<file path="src/rtl/uart_rx_leds.sv">
// UART 8N1 receiver with an LED command decoder.
// Bytes of the form 3'b101_ii_bgr write {b,g,r} into LED ii. The LED outputs are active-low.
`timescale 1ns/1ps
module uart_rx_leds #(
    parameter int unsigned CLK_HZ = 100_000_000,
    parameter int unsigned BAUD   = 115200
) (
    input  logic       fpga_sysclk,
    input  logic       rst_fpga_,
    input  logic       uart_rxd,
    output logic [7:0] rx_data,
    output logic       rx_valid,
    output logic       frame_err,
    output logic [7:0] err_cnt,
    output logic [2:0] led_rgb0,
    output logic [2:0] led_rgb1,
    output logic [2:0] led_rgb2,
    output logic [2:0] led_rgb3
);

    localparam int unsigned BIT_DIV = CLK_HZ / BAUD;
    localparam int unsigned HALF    = BIT_DIV / 2;
    localparam int unsigned TW      = $clog2(BIT_DIV);

    typedef enum logic [2:0] {StIdle, StStart, StData, StStop, StWaitHi} state_t;

    state_t      state;
    logic [TW-1:0] timer;
    logic [2:0]  bit_idx;
    logic [7:0]  shift;
    logic        rx_meta;
    logic        rxs;
    logic [1:0]  settle;
    logic        armed;
    logic [11:0] led_state;

    wire expired = (timer == '0);
    wire settled = (settle == 2'd2);

    // Two-flop synchronizer preset high, plus a counter marking when rxs reflects the real line.
    always_ff @(posedge fpga_sysclk or negedge rst_fpga_) begin
        if (!rst_fpga_) begin
            rx_meta <= 1'b1;
            rxs     <= 1'b1;
            settle  <= 2'd0;
        end else begin
            rx_meta <= uart_rxd;
            rxs     <= rx_meta;
            if (!settled) settle <= settle + 2'd1;
        end
    end

    // Receive FSM. 'armed' means the line has been seen high, so the next low is a true 1->0 edge;
    // this keeps a line held low across reset release from starting a frame.
    always_ff @(posedge fpga_sysclk or negedge rst_fpga_) begin
        if (!rst_fpga_) begin
            state     <= StIdle;
            timer     <= '0;
            bit_idx   <= 3'd0;
            shift     <= 8'h00;
            armed     <= 1'b0;
            rx_data   <= 8'h00;
            rx_valid  <= 1'b0;
            frame_err <= 1'b0;
            err_cnt   <= 8'h00;
        end else begin
            rx_valid  <= 1'b0;
            frame_err <= 1'b0;
            unique case (state)
                StIdle: begin
                    if (!armed) begin
                        armed <= settled && rxs;
                    end else if (!rxs) begin
                        state <= StStart;
                        timer <= TW'(HALF - 1);
                        armed <= 1'b0;
                    end
                end
                StStart: begin
                    if (!expired) begin
                        timer <= timer - 1'b1;
                    end else if (rxs) begin
                        // Glitch shorter than half a bit: drop it silently.
                        state <= StIdle;
                        timer <= TW'(BIT_DIV - 1);
                        armed <= 1'b1;
                    end else begin
                        state   <= StData;
                        timer   <= TW'(BIT_DIV - 1);
                        bit_idx <= 3'd0;
                    end
                end
                StData: begin
                    if (!expired) begin
                        timer <= timer - 1'b1;
                    end else begin
                        shift <= {rxs, shift[7:1]};
                        timer <= TW'(BIT_DIV - 1);
                        if (bit_idx == 3'd7) state <= StStop;
                        else                 bit_idx <= bit_idx + 3'd1;
                    end
                end
                StStop: begin
                    if (!expired) begin
                        timer <= timer - 1'b1;
                    end else begin
                        timer <= TW'(BIT_DIV - 1);
                        if (rxs) begin
                            rx_data  <= shift;
                            rx_valid <= 1'b1;
                            armed    <= 1'b1;
                            state    <= StIdle;
                        end else begin
                            frame_err <= 1'b1;
                            if (err_cnt != 8'hFF) err_cnt <= err_cnt + 8'd1;
                            state <= StWaitHi;
                        end
                    end
                end
                StWaitHi: begin
                    if (rxs) begin
                        state <= StIdle;
                        timer <= TW'(BIT_DIV - 1);
                        armed <= 1'b1;
                    end
                end
                default: state <= StIdle;
            endcase
        end
    end

    // LED command decode on each good byte.
    always_ff @(posedge fpga_sysclk or negedge rst_fpga_) begin
        if (!rst_fpga_) begin
            led_state <= 12'h000;
        end else if (rx_valid && rx_data[7:5] == 3'b101) begin
            led_state[3 * rx_data[4:3] +: 3] <= rx_data[2:0];
        end
    end

    assign led_rgb0 = ~led_state[2:0];
    assign led_rgb1 = ~led_state[5:3];
    assign led_rgb2 = ~led_state[8:6];
    assign led_rgb3 = ~led_state[11:9];

endmodule

</file>
<file path="config.mk">
export PLATFORM = sky130hd
export DESIGN_NAME = uart_rx_leds
export DESIGN_NICKNAME = d
export VERILOG_FILES = /design/src/rtl/uart_rx_leds.sv
export SDC_FILE = /design/constraint.sdc
export NUM_CORES = 1
export LEC_CHECK = 0
export BUFFER_PORTS_ARGS = -buffer_cell sky130_fd_sc_hd__buf_4
export CAP_MARGIN = 10
export CORE_MARGIN = 2
export CORE_UTILIZATION = 58
export DETAILED_ROUTE_END_ITERATION = 6
export PLACE_DENSITY = 0.9
export SLEW_MARGIN = 20
export SYNTH_ARGS = -nofsm -noshare
export SYNTH_HDL_FRONTEND = slang
export SYNTH_SLANG_ARGS = --single-unit
</file>
<file path="constraint.sdc">
create_clock -name fpga_sysclk -period 2.95 [get_ports fpga_sysclk]
set_input_delay 0.59 -clock fpga_sysclk [delete_from_list [all_inputs] [get_ports fpga_sysclk]]
set_output_delay 0.59 -clock fpga_sysclk [all_outputs]
set_load 0.02 [all_outputs]
</file>
After elaboration in Yosys (flattened, before gate mapping)
Cells that the tools add are included.
{ "classes": {"n_eq_ne": 18, "reduce_logical": 16, "shift": 2, "n_addsub": 5, "mul": 1, "muxes": 31, "bitwise": 5} }
{ "ops": {"columns": ["op", "n"], "rows": [
  ["$mux W10", 4],
  ["$mux W3", 12],
  ["$neg A4 Y34", 1],
  ["$shift A3 B34 Y12 const A", 1],
  ["$shiftx A3 B34 Y12", 1],
  ["$pmux W10 S3", 1],
  ["$ne A2 B2 Y1 const B", 9],
  ["$pmux W3 S5", 1],
  ["$bwmux W12", 1],
  ["$not A3 Y3", 4],
  ["$logic_not A10 Y1", 1],
  ["$sub A10 B1 Y10 const B", 1],
  ["$eq A3 B3 Y1 const B", 3],
  ["$mux W1", 9],
  ["$add A8 B1 Y8 const B", 1],
  ["$ne A8 B8 Y1 const B", 1],
  ["$reduce_and A4 Y1", 2],
  ["$reduce_and A7 Y1", 1],
  ["$eq A3 B2 Y1 const B", 2],
  ["$pmux W3 S2", 1],
  ["$reduce_bool A3 Y1", 2],
  ["$reduce_and A5 Y1", 1],
  ["$mul A2 B2 Y4 const A", 1],
  ["$reduce_and A2 Y1", 2],
  ["other kinds (14)", 15]
]} }
{ "word_totals": {"ff_bits": 59, "in_bits": 3, "out_inout_bits": 30, "wordCells": 91} }

Depth between registers and ports, before layout
Gate-level depths: netlist (run 1).
{ "depth": {"word_depth": 4, "depth_mapped": 6, "ltp_nobuf": 6} }

Worst setup path before layout (run 1)
No wires, ideal clock.
{ "synth_path": {"kind": "register to register", "startpoint": "reg timer[0]", "endpoint": "reg shift[0]", "t_arrival_ps": 1995, "setup_slack_ps": 830, "path_buffers": 0, "stages_incl_launch_ff": 6, "path_cell_list": "dfrtp_1 inv_1 ha_1 or4b_4 nor4_4 mux2_2"} }
{ "synth_via": {"elab_chain_len": 2} }
{ "synth_lines": {"columns": ["item", "line", "source"], "rows": [
  ["start, declared", "28", "logic [TW-1:0] timer;"],
  ["start signal, assigned", "75", "timer <= TW'(HALF - 1);"],
  ["start signal, assigned", "81", "timer <= timer - 1'b1;"],
  ["start signal, assigned", "85", "timer <= TW'(BIT_DIV - 1);"],
  ["$logic_not A10 Y1", "37", "wire expired = (timer == '0);"],
  ["$reduce_and A2 Y1 (no source line)", null, null],
  ["end signal, assigned", "97", "shift <= {rxs, shift[7:1]};"],
  ["end, declared", "30", "logic [7:0] shift;"]
]} }
Every way passes these cells.
A chain may end at the register's enable or synchronous reset.

Final worst setup path (run 1)
{ "layout_path": {"startpoint": "reg timer[0]", "endpoint": "reg shift[7]"} }
The elaborated chain is that of the path after synthesis.

==> reports/results.ini, run 1 <==
[cts]
numCtsBuffers = 9
cts_tree = yes
cts.htree.levels = 3
clkLatencyLatePin_ps = 330
clkSinkCount = 59
clk_pin_slew_ps = 60
postCtsHoldBufs = 0
clk_path_buf_depth = 2
root_buffer = clkbuf_8
cts.repair.resized = 0
post_cts_buffers = 0

[power]
irDropWorstVdd_v = 0.0004447
p_leak_nw = 1.622
power_density_mw_per_mm2 = 641.7

[finish]
regArea_mm2 = 0.001479
finalNetCount = 322
fin_area_mm2 = 0.003390
fillCellCount = 333
drive_gt1_share_pct = 25.56
area_growth_pct = 17.58
n_antenna_cell = 0
multi_input_area_mm2 = 0.001303

[synth]
yosysSeqAreaShare_pct = 51.30
synth-compound-area-share_pct = 10.94
ys.warnings.count = 0
synth-simple-area-share_pct = 19.66
synth_seq_cells = 59
synth_edf_count = 0
ys.flop_type = dfrtp_1
syn_avg_cell_area_um2 = 10.76
syn_inst = 268
ys_types = 51
yosys.area.top_type = dfrtp_1
netlist_area_mm2 = 0.002883
synthTopCellsByArea = dfrtp_1, mux2_2, ha_1, nand2_1, inv_1
synth_top_family_by_area = simple AND/OR/NAND/NOR gates
syn_nets = 282
yosysMostFrequentCell = dfrtp_1
synthArstFlopShare_pct = 100.0
yosys-mux-area-fraction_pct = 7.378
synth_common_cells = dfrtp_1, nand2_1, inv_1
synth_top_area_share_pct = 49.48
synth_adder_area_share_pct = 4.774
synth_xor_area_share_pct = 2.431

[sta]
fin_crit_sh_pct = 80.76
fmax_mhz = 419.8
post-route-min-period_ps = 2382
final-setup-viol-count = 0
finalMaxSlewViolations = 0
rsz0062_at_grt = false
tightestPinTransition_ps = 870.4
clock_skew_ps = 7.403
relSlewSlack_pct = 41.70
setup_tns_ps = 0
hold_viol_final = 0

[worst_setup_path]
slowest_delay_ps = 570
timing.rr.end = shift[7]$_DFFE_PN0P_
end_kind = register
path_max_fanout = 9
worstSetupEndpoint = shift[7]$_DFFE_PN0P_
path_cells = inv_1, ha_1, or4b_4, nor4_4, mux2_2
crit_type = reg -> reg
critPathLaunch = timer[0]$_DFFE_PN0P_
cp_data_arrival_time_ps = 2590
worstSetupStartpointType = register
cp.buffers_inverters = 1
rrSetupSlack_ps = 570
path_depth = 5
crit_required_ps = 3160
worstReg2RegStart = timer[0]$_DFFE_PN0P_
cpMaxStageDelayCell = nor4_4
reg2regPathDepth = 5
path_delay_family = simple AND/OR/NAND/NOR gates

[route]
first_iter_violations = 184
vias_per_cell = 5.779
drc_errors = 0
drt_pass1_iterations = 4
avgRoutedWirePerCell_um = 15.52
wirelength_mm = 5.898
ant_nets = 0
dr_total_vias = 2196

[grt]
grt_pass1_wl_mm = 9.894
grt_usage_pct = 23.62
antenna_found_initial = 0
grt_max_degree = 60
overflow = 0
grt_pass1_vias = 2092

[status]
status = finished clean

[placed_design]
routabilityCongestion = 0.8265
port_buffers = 32
place_area_mm2 = 0.003207
hpwl_mm = 3.845

[floorplan]
ios = 33
start_util_pct = 60.63
core.rowCount = 25
core_mm2 = 0.004755
dieArea_mm2 = 0.005550
die_h_um = 74.50
die_w_um = 74.50

[worst_hold_path]
worstHoldPathType = in -> async

[run]
drv_cap = 0

## layout make-up
type | count | area share (%)
multi-input cells | 182 | 38.43
flip-flops and latches | 59 | 43.63
well taps | 67 | 2.473
clock buffers | 14 | 5.094
inverters | 21 | 2.326
repair buffers | 35 | 7.752
clock inverters | 2 | 0.2953
## metrics by stage
stage	hold WS (ps)	setup slack, ps	utilization, %	std cells	total power [mW]
3_5_place_dp	347.0	603.7	67.45	364	1.488
4_1_cts	337.5	581.9	71.29	380	2.167
6_report	315.9	567.7	71.29	380	2.175
2_1_floorplan	294.4	830.0	-	268	1.360
3_3_place_gp	345.8	709.0	67.45	364	1.465
5_1_grt	360.0	475.5	71.29	380	2.293
## worst min-delay path by stage
stage,slack [ps],end,cells after the start,startpoint
after global routing,360,state[1]$_DFFE_PN0P_,1,rst_fpga_
after global placement,350,rxs$_DFF_PN1_,0,rx_meta$_DFF_PN1_
after detailed placement,350,rxs$_DFF_PN1_,0,rx_meta$_DFF_PN1_
after floorplan,290,armed$_DFFE_PN0P_,0,rst_fpga_
final,320,timer[8]$_DFFE_PN0P_,1,rst_fpga_
after CTS,340,timer[8]$_DFFE_PN0P_,1,rst_fpga_
## kinds of logic after synthesis
logic type / count (synthesis)
AO/OA/AOI/OAI: 50
XOR/XNOR: 8
adder cells (fa/ha/maj): 11
buffers and inverters: 27
flip-flops: 59
multiplexers: 19
AND/OR/NAND/NOR: 94
## placed cells by master, fill, tap and decap left out, drive strengths merged, types with 2 or more instances in the layout
| cell type | instances |
|---|---|
| dfrtp | 57 |
| buf | 35 |
| nand2 | 34 |
| inv | 21 |
| mux2 | 18 |
| o21ai | 15 |
| clkbuf | 14 |
| a21oi | 11 |
| ha | 11 |
| nor2 | 10 |
| nand3 | 8 |
| xnor2 | 7 |
| nor3 | 6 |
| o22ai | 5 |
| nand4 | 5 |
| nor4 | 5 |
| or3b | 4 |
| nor3b | 4 |
| a31oi | 3 |
| a21o | 3 |
| and3 | 3 |
| and4 | 2 |
| a211oi | 2 |
| and2 | 2 |
| a22o | 2 |
| nand4b | 2 |
| clkinv | 2 |
| dfstp | 2 |
## per-layer routing
| metal | vias to the layer above | GRT usage, % | share of wire [%] |
|---|---|---|---|
| li1 | 1038 | - | - |
| met1 | 1056 | 31.54 | 42 |
| met2 | 94 | 38.05 | 50 |
| met3 | 8 | 5.014 | 6.5 |
| met4 | 0 | 8.929 | 1.5 |
| met5 | - | 0 | 0 |
## registers in the layout, summed over array words and instances (netlist names)
name and flops:
rx_meta 1, shift 8, settle 2, rx_data 8
state 3, led_state 12, armed 1, frame_err 1
bit_idx 3, err_cnt 8, timer 10, rx_valid 1
rxs 1
## power by group
group	total (mW)	switching (mW)	internal, mW
sequential	1.01	0.129	0.884
clock	0.677	0.305	0.372
combinational	0.485	0.285	0.199
total	2.18	0.720	1.45
Note: power is estimated with default switching activity, not from simulation.
==> run 2: changes to the inputs <==
--- a/config.mk
+++ b/config.mk
@@ -8,9 +8,9 @@
 export BUFFER_PORTS_ARGS = -buffer_cell sky130_fd_sc_hd__buf_4
 export CAP_MARGIN = 10
 export CORE_MARGIN = 2
-export CORE_UTILIZATION = 58
+export CORE_UTILIZATION = 52
 export DETAILED_ROUTE_END_ITERATION = 6
-export PLACE_DENSITY = 0.9
+export PLACE_DENSITY = 0.86
 export SLEW_MARGIN = 20
 export SYNTH_ARGS = -nofsm -noshare
 export SYNTH_HDL_FRONTEND = slang
==> constraint.sdc (replaced) <==
create_clock -name fpga_sysclk -period 1.9 [get_ports fpga_sysclk]
set_input_delay 0.38 -clock fpga_sysclk [delete_from_list [all_inputs] [get_ports fpga_sysclk]]
set_output_delay 0.38 -clock fpga_sysclk [all_outputs]
set_load 0.02 [all_outputs]
==> reports/results.ini, run 2 (synthesized netlist as in run 1, its figures left out) <==
[finish]
n_antenna_cell = 0
fin_area_mm2 = 0.003910
final_cell_mix = buf_4, dfrtp_1, nand2_1
largest_reg_flops = 12
area_growth_pct = 35.63
finalNetCount = 360
fillCellCount = 361
top_regs = led_state (12), timer (10)
instances_no_fill = 423
layout_commonest_cell = buf_4
regMostFlops = led_state
drive_gt1_share_pct = 39.32

[worst_setup_path]
cp_data_arrival_time_ps = 2320
end_kind = register
crit_type = reg -> reg
crit_required_ps = 2120
worstSetupStartpointType = register
path_max_fanout = 9

[status]
status = finished with violations
violations = setup timing

[sta]
relSlewSlack_pct = 52.10
fin_crit_sh_pct = 110.3
tightestPinTransition_ps = 717.0
fmax_mhz = 477.1
hold_viol_final = 0
clock_skew_ps = 7.668
final-setup-viol-count = 28
whs_ps = 96.55
post-route-min-period_ps = 2096
rsz0062_at_grt = true
fin_ws_ps = -195.8
finalMaxSlewViolations = 0

[floorplan]
dieArea_mm2 = 0.006155
core_mm2 = 0.005439
ios = 33
die_h_um = 78.46
die_w_um = 78.46
start_util_pct = 53.00
core.rowCount = 27

[cts]
numCtsBuffers = 9
cts.htree.levels = 3
clkSinkCount = 59
clk_path_buf_depth = 2
postCtsHoldBufs = 0
cts_tree = yes
clkLatencyLatePin_ps = 340
root_buffer = clkbuf_8
clk_pin_slew_ps = 70

[route]
vias_per_cell = 5.761
wirelength_mm = 7.208
first_iter_violations = 168
ant_nets = 0
dr_total_vias = 2437
drc_errors = 0
drt_pass1_iterations = 4
avgRoutedWirePerCell_um = 17.04

[power]
pwr-share-seq_pct = 34.3
irDropWorstVdd_v = 0.0007045
switching_power_mw = 1.370
pwr-share-clk_pct = 33.2
power_density_mw_per_mm2 = 1100
intPower_mw = 2.932
p_comb_share_pct = 32.6
p_leak_nw = 1.877
sw_frac_of_total_pct = 31.85

[placed_design]
port_buffers = 32
dp_cells = 395
hpwl_mm = 4.218
place_area_mm2 = 0.003420
routabilityCongestion = 0.8247

[grt]
grt_max_degree = 60
grt_pass1_vias = 2400
grt_pass1_wl_mm = 11.24
grt_usage_pct = 23.63
antenna_found_initial = 0
overflow = 0

[worst_hold_path]
worstHoldPathType = in -> async

[run]
drv_cap = 0

-- run 2: cell types whose count changed in the layout (fill, tap and decap cells not counted), sizes merged --
cell	previous run	this run
bufinv	0	3
inv	21	22
clkbuf	14	10
nand4	5	6
buf	35	72
clkinv	2	1
clkinvlp	0	1
-- run 2: final cells by class --
cell class | count | area [um2] | share of cell area (%)
Clock inverter | 6 | 111.4 | 2.848
Inverter | 21 | 78.83 | 2.016
Clock buffer | 10 | 137.6 | 3.520
Sequential cell | 59 | 1479 | 37.82
Multi-Input combinational cell | 183 | 1450 | 37.09
Timing Repair Buffer | 72 | 563.0 | 14.40
Tap cell | 72 | 90.09 | 2.304
-- run 2: power by group through the flow --
stage | Clock (mW) | Sequential (mW) | Combinational [mW]
after floorplan | 0 | 1.49 | 0.628
after global placement | 0 | 1.47 | 1.03
after CTS | 1.44 | 1.46 | 1.24
after global routing | 1.50 | 1.49 | 1.51
after detailed placement | 0 | 1.48 | 1.07
final | 1.43 | 1.47 | 1.40
-- run 2: per-stage QoR --
stage / util [%] / power [mW] / setup WS (ps) / setup TNS [ps]
final: 71.89 / 4.302 / -195.8 / -3644
after global routing: 71.89 / 4.494 / -223.3 / -4910
after CTS: 69.93 / 4.134 / -147.7 / -2999
after detailed placement: 62.87 / 2.550 / -176.3 / -2193
after global placement: 62.87 / 2.504 / -84.48 / -793.4
after floorplan: - / 2.118 / -141.5 / -2146
-- run 2: layer usage --
metal / routed length [um] / GRT usage [%] / vias to the layer above
met5: 0 / 0 / -
met4: 192 / 11.23 / 0
met3: 384 / 4.253 / 26
met2: 3846 / 42.16 / 93
met1: 2785 / 27.47 / 1194
li1: - / - / 1124
-- run 2: critical path: stages, from the launching register on --
cell	delay (ps)
dfrtp_1	400
inv_2	100
ha_4	140
or4b_4	500
buf_6	150
nor4_4	140
buf_6	190
mux2_2	360
-- run 2: worst paths after layout --
| check | slack, ps | startpoint | cells past startpoint | endpoint |
|---|---|---|---|---|
| min in group fpga_sysclk | 150 | uart_rxd | 1 | rx_meta$_DFF_PN1_ |
| worst max register to register | -200 | timer[1]$_DFFE_PN0P_ | 7 | shift[0]$_DFFE_PN0P_ |
| worst min-delay path | 100 | rst_fpga_ | 1 | err_cnt[5]$_DFFE_PN0P_ |
| worst max-delay path | -200 | timer[1]$_DFFE_PN0P_ | 7 | shift[0]$_DFFE_PN0P_ |
| max in group asynchronous | 1330 | rst_fpga_ | 1 | settle[0]$_DFFE_PN0P_ |
| worst min register to register | 360 | rx_meta$_DFF_PN1_ | 0 | rxs$_DFF_PN1_ |
-- run 2: repair_timing --
action / in CTS / in global routing
endpoints found under the setup margin: 26 / 36
pin swaps: 7 / 15
buffers inserted: 10 / 2
hold endpoints to repair: 0 / 0
gates resized for setup: 12 / 19
gates cloned: 1 / 0
==> run 3: changes to the inputs <==
==> config.mk (replaced) <==
export PLATFORM = sky130hd
export DESIGN_NAME = uart_rx_leds
export DESIGN_NICKNAME = d
export VERILOG_FILES = /design/src/rtl/uart_rx_leds.sv
export SDC_FILE = /design/constraint.sdc
export NUM_CORES = 1
export LEC_CHECK = 0
export ABC_AREA = 1
export BUFFER_PORTS_ARGS = -buffer_cell sky130_fd_sc_hd__clkbuf_2
export CAP_MARGIN = 10
export CORE_MARGIN = 2
export CORE_UTILIZATION = 53
export DETAILED_ROUTE_END_ITERATION = 6
export PLACE_DENSITY = 0.87
export SLEW_MARGIN = 20
export SYNTH_ARGS = -nofsm -noshare
export SYNTH_HDL_FRONTEND = slang
export SYNTH_SLANG_ARGS = --single-unit
==> reports/results.ini, run 3 <==
[synth]
ys.flop_type = dfrtp_1
syn_nets = 378
synth_top_area_share_pct = 46.93
netlist_area_mm2 = 0.003039
syn_avg_cell_area_um2 = 8.349
synth_common_cells = nand2_1, dfrtp_1, inv_1
ys_types = 32
syn_inst = 364
yosys-mux-area-fraction_pct = 0
synth_xor_area_share_pct = 2.594
yosysMostFrequentCell = nand2_1
ys.warnings.count = 0
yosysSeqAreaShare_pct = 48.66
yosys.area.top_type = dfrtp_1
synth_edf_count = 0
synth_adder_area_share_pct = 4.529
synth_top_family_by_area = simple AND/OR/NAND/NOR gates
synthTopCellsByArea = dfrtp_1, nand2_1, inv_1, o21ai_0, nand3_1
synth_seq_cells = 59
synthArstFlopShare_pct = 100.0
synth-simple-area-share_pct = 27.79
synth-compound-area-share_pct = 8.522

[finish]
n_antenna_cell = 0
layout_commonest_cell = nand2_1
drive_gt1_share_pct = 17.52
top_regs = led_state (12), timer (10)
finalNetCount = 420
largest_reg_flops = 12
final_cell_mix = nand2_1, dfrtp_1, inv_1
area_growth_pct = 15.31
regMostFlops = led_state
instances_no_fill = 483

[sta]
post-route-min-period_ps = 1657
relSlewSlack_pct = 69.58
fin_crit_sh_pct = 87.19
setup_tns_ps = 0
finalMaxSlewViolations = 0
hold_viol_final = 0
fmax_mhz = 603.7
clock_skew_ps = 13.09
tightestPinTransition_ps = 454.6
rsz0062_at_grt = false
whs_ps = 33.09
final-setup-viol-count = 0

[grt]
grt_usage_pct = 20.83
grt_pass1_vias = 2308
grt_max_degree = 60
overflow = 0
antenna_found_initial = 0
grt_pass1_wl_mm = 10.09

[placed_design]
hpwl_mm = 4.235
routabilityCongestion = 0.8028
dp_cells = 467
port_buffers = 32

[route]
wirelength_mm = 5.900
avgRoutedWirePerCell_um = 12.22
vias_per_cell = 5.199
ant_nets = 0
drc_errors = 0
dr_total_vias = 2511
drt_pass1_iterations = 4
first_iter_violations = 140

[floorplan]
dieArea_mm2 = 0.006356
ios = 33
start_util_pct = 55.19
core_mm2 = 0.005507
die_w_um = 79.73
die_h_um = 79.73
core.rowCount = 27

[worst_setup_path]
timing.rr.end = err_cnt[5]$_DFFE_PN0P_
path_delay_family = simple AND/OR/NAND/NOR gates
path_cells = ha_1, inv_1, nor2_1, a31oi_4, nand2_2, nand2_1, nand2_1
cpMaxStageDelayCell = dfrtp_1
cp.buffers_inverters = 1
cp_data_arrival_time_ps = 1920
cp_common_cell = nand2_1
worstSetupStartpointType = register
crit_type = reg -> reg
slowest_delay_ps = 410
path_max_fanout = 8
reg2regPathDepth = 7
crit_required_ps = 2170
worstReg2RegStart = err_cnt[0]$_DFFE_PN0P_
rrSetupSlack_ps = 240
end_kind = register
critPathLaunch = err_cnt[0]$_DFFE_PN0P_

[cts]
cts.htree.levels = 3
post_cts_buffers = 0
cts.repair.resized = 0
numCtsBuffers = 9
root_buffer = clkbuf_8
postCtsHoldBufs = 0
clk_pin_slew_ps = 70
clkSinkCount = 59
clk_path_buf_depth = 2
clkLatencyLatePin_ps = 340
cts_tree = yes

[power]
irDropWorstVdd_v = 0.0006059
power_density_mw_per_mm2 = 1047
p_leak_nw = 1.791

[status]
status = finished clean

[run]
drv_cap = 0

[worst_hold_path]
worstHoldPathType = in -> async

==> run 3: cell count changes after synthesis, moves of 11 or more <==
| cell | previous run | this run |
|---|---|---|
| nand2_1 | 34 | 87 |
| inv_1 | 21 | 53 |
| nand3_1 | 8 | 32 |
| o21ai_0 | 15 | 38 |
| mux2_2 | 17 | 0 |
| nor2_1 | 10 | 24 |
| nand4_1 | 4 | 15 |
==> run 3: layout make-up <==
| cell class | instances | area [um2] |
|---|---|---|
| clock inverters | 3 | 65.06 |
| clock buffers | 13 | 138.9 |
| inverters | 57 | 216.5 |
| flip-flops and latches | 59 | 1479 |
| well taps | 72 | 90.09 |
| fillers | 439 | 2002 |
| multi-input cells | 244 | 1320 |
| repair buffers | 35 | 195.2 |
==> run 3: stage by stage <==
| stage | worst slack (ps) | cell area (um2) | total power [mW] | util (%) |
|---|---|---|---|---|
| after detailed placement | 264.1 | 3301 | 2.471 | 59.94 |
| after floorplan | 137.9 | 3039 | 2.241 | - |
| after CTS | 238.8 | 3505 | 3.705 | 63.64 |
| after global placement | 320.7 | 3301 | 2.418 | 59.94 |
| final | 243.4 | 3505 | 3.669 | 63.64 |
| after global routing | 110.7 | 3505 | 3.905 | 63.64 |
==> run 3: logic make-up after synthesis <==
group,Yosys count
AND/OR/NAND/NOR,179
buffers and inverters,61
flip-flops,59
AO/OA/AOI/OAI,45
adder cells (fa/ha/maj),11
XOR/XNOR,9
==> run 3: power by group <==
| group | switching, mW | leakage, nW | internal [mW] |
|---|---|---|---|
| Combinational | 0.648 | 0.906 | 0.308 |
| Clock | 0.463 | 0.102 | 0.739 |
| Sequential | 0.118 | 0.784 | 1.39 |
| Total | 1.23 | 1.79 | 2.44 |
==> run 3: worst max path at each step <==
| stage | end | depth (start not counted) |
|---|---|---|
| finish | err_cnt[5]$_DFFE_PN0P_ | 7 |
| floorplan | led_state[6]$_DFFE_PN0P_ | 7 |
| global route | shift[7]$_DFFE_PN0P_ | 9 |
| CTS | err_cnt[5]$_DFFE_PN0P_ | 7 |
| detailed placement | err_cnt[5]$_DFFE_PN0P_ | 7 |
| global placement | err_cnt[7]$_DFFE_PN0P_ | 7 |
==> run 3: worst register-to-register path, stage by stage, from the launching register on <==
cell and delay, ps:
dfrtp_1 410, ha_1 210, inv_1 50, nor2_1 370
a31oi_4 230, nand2_2 190, nand2_1 70, nand2_1 70
==> run 3: metal layers <==
layer  wire length (um)  GRT usage [%]  part of all wire [%]
met1               2552          23.75                    43
met2               2974          35.21                    50
met3                305          6.448                   5.2
met4                 68          10.34                   1.2
met5                  0              0                     0
